--- config.mk ---
export PLATFORM = sky130hd
export DESIGN_NAME = scatter32
export DESIGN_NICKNAME = d
export VERILOG_FILES = /design/src/rtl/scatter32_pkg.sv /design/src/rtl/scatter32_decoder_5_to_32.sv /design/src/rtl/scatter32.sv
export SDC_FILE = /design/constraint.sdc
export NUM_CORES = 2
export LEC_CHECK = 0
export ABC_AREA = 1
export CORE_AREA = 2 2 446 448
export CTS_CLUSTER_DIAMETER = 60
export DETAILED_ROUTE_END_ITERATION = 6
export DIE_AREA = 0 0 448 450
export PLACE_DENSITY = 0.45
export SKIP_LAST_GASP = 1
export SLEW_MARGIN = 20
export SYNTH_ARGS = -nofsm -noshare
export SYNTH_HDL_FRONTEND = slang
export SYNTH_SLANG_ARGS = --single-unit
--- constraint.sdc ---
create_clock -name clk -period 53.7 [get_ports clk]
set_input_delay 10.74 -clock clk [delete_from_list [all_inputs] [get_ports clk]]
set_output_delay 10.74 -clock clk [all_outputs]
set_load 0.005 [all_outputs]
--- src/rtl/scatter32_pkg.sv ---
// Shared sizing constants and FSM state type for the scatter32 storage block.
package scatter32_pkg;

    localparam int unsigned DEPTH  = 32;
    localparam int unsigned ADDR_W = 5;

    typedef enum logic [1:0] {
        IDLE = 2'd0,
        FILL = 2'd1,
        DONE = 2'd2
    } state_t;

endpackage

--- src/rtl/scatter32_decoder_5_to_32.sv ---
// Converts a 5-bit index plus enable into a one-hot write-enable vector.
module decoder_5_to_32
    import scatter32_pkg::*;
(
    input  logic [ADDR_W-1:0] idx,
    input  logic              ena,
    output logic [DEPTH-1:0]  onehot
);

    always_comb begin
        onehot = '0;
        if (ena) begin
            onehot[idx] = 1'b1;
        end
    end

endmodule

--- src/rtl/scatter32.sv ---
// 32-entry register file loaded either by direct writes or by a sequential
// stream fill of entries 0..31; direct writes take priority over stream beats.
module scatter32
    import scatter32_pkg::*;
#(
    parameter int unsigned N = 32
) (
    input  logic                clk,
    input  logic                rst,
    input  logic                wr_ena,
    input  logic [ADDR_W-1:0]   wr_addr,
    input  logic [N-1:0]        wr_data,
    input  logic                start,
    input  logic                s_valid,
    output logic                s_ready,
    input  logic [N-1:0]        s_data,
    output logic                busy,
    output logic                done,
    output logic [DEPTH-1:0]    written,
    output logic [N-1:0]        out00,
    output logic [N-1:0]        out01,
    output logic [N-1:0]        out02,
    output logic [N-1:0]        out03,
    output logic [N-1:0]        out04,
    output logic [N-1:0]        out05,
    output logic [N-1:0]        out06,
    output logic [N-1:0]        out07,
    output logic [N-1:0]        out08,
    output logic [N-1:0]        out09,
    output logic [N-1:0]        out10,
    output logic [N-1:0]        out11,
    output logic [N-1:0]        out12,
    output logic [N-1:0]        out13,
    output logic [N-1:0]        out14,
    output logic [N-1:0]        out15,
    output logic [N-1:0]        out16,
    output logic [N-1:0]        out17,
    output logic [N-1:0]        out18,
    output logic [N-1:0]        out19,
    output logic [N-1:0]        out20,
    output logic [N-1:0]        out21,
    output logic [N-1:0]        out22,
    output logic [N-1:0]        out23,
    output logic [N-1:0]        out24,
    output logic [N-1:0]        out25,
    output logic [N-1:0]        out26,
    output logic [N-1:0]        out27,
    output logic [N-1:0]        out28,
    output logic [N-1:0]        out29,
    output logic [N-1:0]        out30,
    output logic [N-1:0]        out31
);

    state_t              state;
    logic [ADDR_W-1:0]   fill_idx;
    logic [N-1:0]        mem [DEPTH];

    logic                in_fill;
    logic                beat_acc;
    logic                any_we;
    logic [ADDR_W-1:0]   sel_idx;
    logic [N-1:0]        sel_data;
    logic [DEPTH-1:0]    we_vec;

    assign in_fill  = (state == FILL);
    assign s_ready  = in_fill && !wr_ena;
    assign beat_acc = s_ready && s_valid;
    assign any_we   = wr_ena || beat_acc;

    // One shared decode path: the direct-write port owns the index whenever it fires.
    assign sel_idx  = wr_ena ? wr_addr : fill_idx;
    assign sel_data = wr_ena ? wr_data : s_data;

    decoder_5_to_32 u_dec (
        .idx    (sel_idx),
        .ena    (any_we),
        .onehot (we_vec)
    );

    always_ff @(posedge clk or posedge rst) begin
        if (rst) begin
            for (int unsigned i = 0; i < DEPTH; i++) begin
                mem[i] <= '0;
            end
        end else begin
            for (int unsigned i = 0; i < DEPTH; i++) begin
                if (we_vec[i]) begin
                    mem[i] <= sel_data;
                end
            end
        end
    end

    always_ff @(posedge clk or posedge rst) begin
        if (rst) begin
            state    <= IDLE;
            fill_idx <= '0;
            busy     <= 1'b0;
            done     <= 1'b0;
            written  <= '0;
        end else begin
            done <= 1'b0;
            case (state)
                IDLE: begin
                    if (start) begin
                        state    <= FILL;
                        fill_idx <= '0;
                        busy     <= 1'b1;
                    end
                end
                FILL: begin
                    if (beat_acc) begin
                        if (fill_idx == ADDR_W'(DEPTH - 1)) begin
                            state <= DONE;
                            done  <= 1'b1;
                        end else begin
                            fill_idx <= fill_idx + 1'b1;
                        end
                    end
                end
                DONE: begin
                    state <= IDLE;
                    busy  <= 1'b0;
                end
                default: begin
                    state <= IDLE;
                    busy  <= 1'b0;
                end
            endcase

            // A fill request clears the bitmap, but a same-cycle direct write still marks its entry.
            if (state == IDLE && start) begin
                written <= we_vec;
            end else begin
                written <= written | we_vec;
            end
        end
    end

    assign out00 = mem[0];
    assign out01 = mem[1];
    assign out02 = mem[2];
    assign out03 = mem[3];
    assign out04 = mem[4];
    assign out05 = mem[5];
    assign out06 = mem[6];
    assign out07 = mem[7];
    assign out08 = mem[8];
    assign out09 = mem[9];
    assign out10 = mem[10];
    assign out11 = mem[11];
    assign out12 = mem[12];
    assign out13 = mem[13];
    assign out14 = mem[14];
    assign out15 = mem[15];
    assign out16 = mem[16];
    assign out17 = mem[17];
    assign out18 = mem[18];
    assign out19 = mem[19];
    assign out20 = mem[20];
    assign out21 = mem[21];
    assign out22 = mem[22];
    assign out23 = mem[23];
    assign out24 = mem[24];
    assign out25 = mem[25];
    assign out26 = mem[26];
    assign out27 = mem[27];
    assign out28 = mem[28];
    assign out29 = mem[29];
    assign out30 = mem[30];
    assign out31 = mem[31];

endmodule

==> reports/results.txt <==
Initial antenna violation count -> 34
Clock latency on the worst-skew pair -> 0.81 ns
Critical Path Source Type -> primary input
Nets -> 6121
WHS -> 0.475 ns
Vias/cell -> 4.58
Endpoints failing setup -> 0
Max FO, Critical Path -> 48
Syn nets -> 5225
VDD IR max -> 0.0292 mV
Lkg Pwr -> 29.4 nW
Initial DRC count -> 3463
Max cap viols -> 0
Clk_skew -> 0.0192 ns
Vias -> 40254
Clock sink count -> 1065
Final hold vios -> 0
Cell taking the most area after synthesis -> dfrtp_1
Crit-path cells -> buf_2, buf_4, nor2_1, clkdlybuf4s50_1
Synth warnings -> 0
Setup TNS -> 0 ns
Hpwl dp -> 150000 µm
Cells after Synth -> 5149
RSZ-0062 raised after global routing -> false
Cts bufs inserted -> 139
Post-place setup slack -> 30.82 ns
Fin crit period -> 22.87 ns
Power share of the combinational group -> 41.1%
P per Cell Area -> 62.2 mW/mm²
Area delta synth->final -> 38.7%
Total grt overflow -> 0
Die area -> 0.202 mm²
Pwr Total -> 3.92 mW
Commonest non-fill, non-tap cells in the layout -> nand2_1 (1925), clkdlybuf4s50_1 (1131), dfrtp_1 (1065)
Die Width -> 448 µm
Antenna viol nets, final -> 0
Slew Limit Fails -> 0
Clock H-tree levels -> 4
I/O pin count -> 1133
Total Wirelength -> 239000 µm
Postcts setup bufs -> 0
Initial Util -> 23.1%
Sw Pwr -> 1.39 mW
CTS tree -> done
Worst Path Required -> 42.96 ns
Clock network power share -> 23.9%
Critical path class -> in2out
Total GRT Usage -> 23.0%
Fraction of layout cells with a size suffix above 1 -> 6.20%
Count of input and output buffers -> 1132
Post-synthesis sequential area ratio -> 58.7%
Status -> complete, no violations
Placed cell count -> 8542
Cell area after synthesis -> 0.0454 mm²
Clock slew at reported path FFs -> 0.05 ns
Tightest Hold Check Type -> reg2reg
# fillers -> 20712
Sequential share of power -> 35.0%
Synth cell types -> 21
P_int -> 2.53 mW
Max transition margin -> 0.547%
Crit path DAT -> 12.13 ns
Post-Layout Cell Count -> 8798
Root Driver -> clkbuf_16
Clock buffer depth -> 3
Largest net degree at the start of global routing -> 200
Final cycle utilization of the critical path -> 42.6%
Synth top area cells -> dfrtp_1 (59%), nand2_1 (16%), o21ai_1 (6.6%), o21bai_1 (4.2%), nand3_1 (2.9%)
Number of global-route vias before repair -> 38534
Fmax -> 43.7 MHz
Pre-antenna DRT Iters -> 6
Top-area cell type share of the netlist area -> 58.7%
Critical path's slowest cell -> clkdlybuf4s50_1
CTS resizes -> 0
Cts hold-fix bufs -> 0
Routed WL per cell -> 27.1 µm
Global placer's final weighted congestion -> 0.827
Sw frac -> 35.4%
Core area -> 0.197 mm²
Syn_area_per_cell -> 8.82 µm²
Final WS setup -> 30.83 ns
Die height -> 450 µm
Setup crit end kind -> primary output
Residual DRC -> 0
Slowest stage delay, CP -> 0.51 ns
Number of synthesized register bits -> 1065
First-pass GRT wire length -> 326000 µm
Commonest non-fill, non-tap cell in the layout -> nand2_1
Worst-margin pin slew -> 1.49 ns
Rows -> 163
==> cells in the mapped netlist (all sizes together) <==
cell type / number
nand2: 1970
dfrtp: 1065
o21ai: 808
inv: 280
nand3: 267
buf: 263
o21bai: 256
clkbuf: 200
nor2: 33
a21oi: 2
ha: 2
nor4: 2
nand3b: 1
==> metal layers <==
| layer | vias to the layer above | share of wire (%) | GRT usage, % | routed length, µm |
|---|---|---|---|---|
| li1 | 18128 | - | - | - |
| met1 | 20201 | 40 | 28.2 | 95300 |
| met2 | 1502 | 48 | 37.7 | 114000 |
| met3 | 421 | 7.2 | 5.63 | 17100 |
| met4 | 2 | 5.2 | 10.8 | 12400 |
| met5 | - | 0.0050 | 0 | 12 |
==> critical path: cells and delay by family <==
family                 cells  cell delay (ns)
buffers and inverters      3             1.06
and+or+nand+nor            1             0.22
==> cell families after synthesis <==
logic type,after synthesis,share of synthesized area [%]
and+or+nand+nor,2273,20.1
AOI/OAI and AO/OA,1066,13.2
DFF,1065,58.7
buffers and inverters,743,8.01
adders and majority gates,2,0.0551
==> path summary, 6_finish.rpt <==
path	start	endpoint	slack, ns	cells past startpoint
max	wr_ena	s_ready	30.83	4
min	out06[5]	out06[5]	0.48	2
max reg2reg	state[1]	written[23]	49.48	7
min reg2reg	out06[5]	out06[5]	0.48	2
max in group asynchronous	rst	out22[20]	39.29	6
min in group asynchronous	rst	out05[14]	10.47	2
==> power groups by stage <==
stage / Combinational, mW / Sequential [mW] / Clock (mW)
after floorplan: 0.483 / 1.40 / 0
after global placement: 1.61 / 1.37 / 0
after detailed placement: 1.62 / 1.38 / 0
after CTS: 1.63 / 1.37 / 0.957
after global routing: 1.72 / 1.42 / 0.988
final: 1.61 / 1.37 / 0.937
==> stage by stage <==
stage | util (%) | instance area, µm²
floorplan | - | 45400
CTS | 32.0 | 62900
global placement | 29.7 | 58400
detailed placement | 29.7 | 58400
global route | 32.0 | 63000
finish | 32.0 | 63000
==> cell type report <==
type / count / area (µm²) / share of cell area (%)
multi-input cells: 3341 / 15400 / 24.4
clock buffers: 205 / 4080 / 6.48
flip-flops and latches: 1065 / 26700 / 42.3
diodes: 13 / 32.5 / 0.0516
inverters: 280 / 1060 / 1.68
repair buffers: 1218 / 12100 / 19.2
clock inverters: 36 / 433 / 0.687
well taps: 2640 / 3300 / 5.24
No activity file was read; power rests on OpenSTA's default activity.
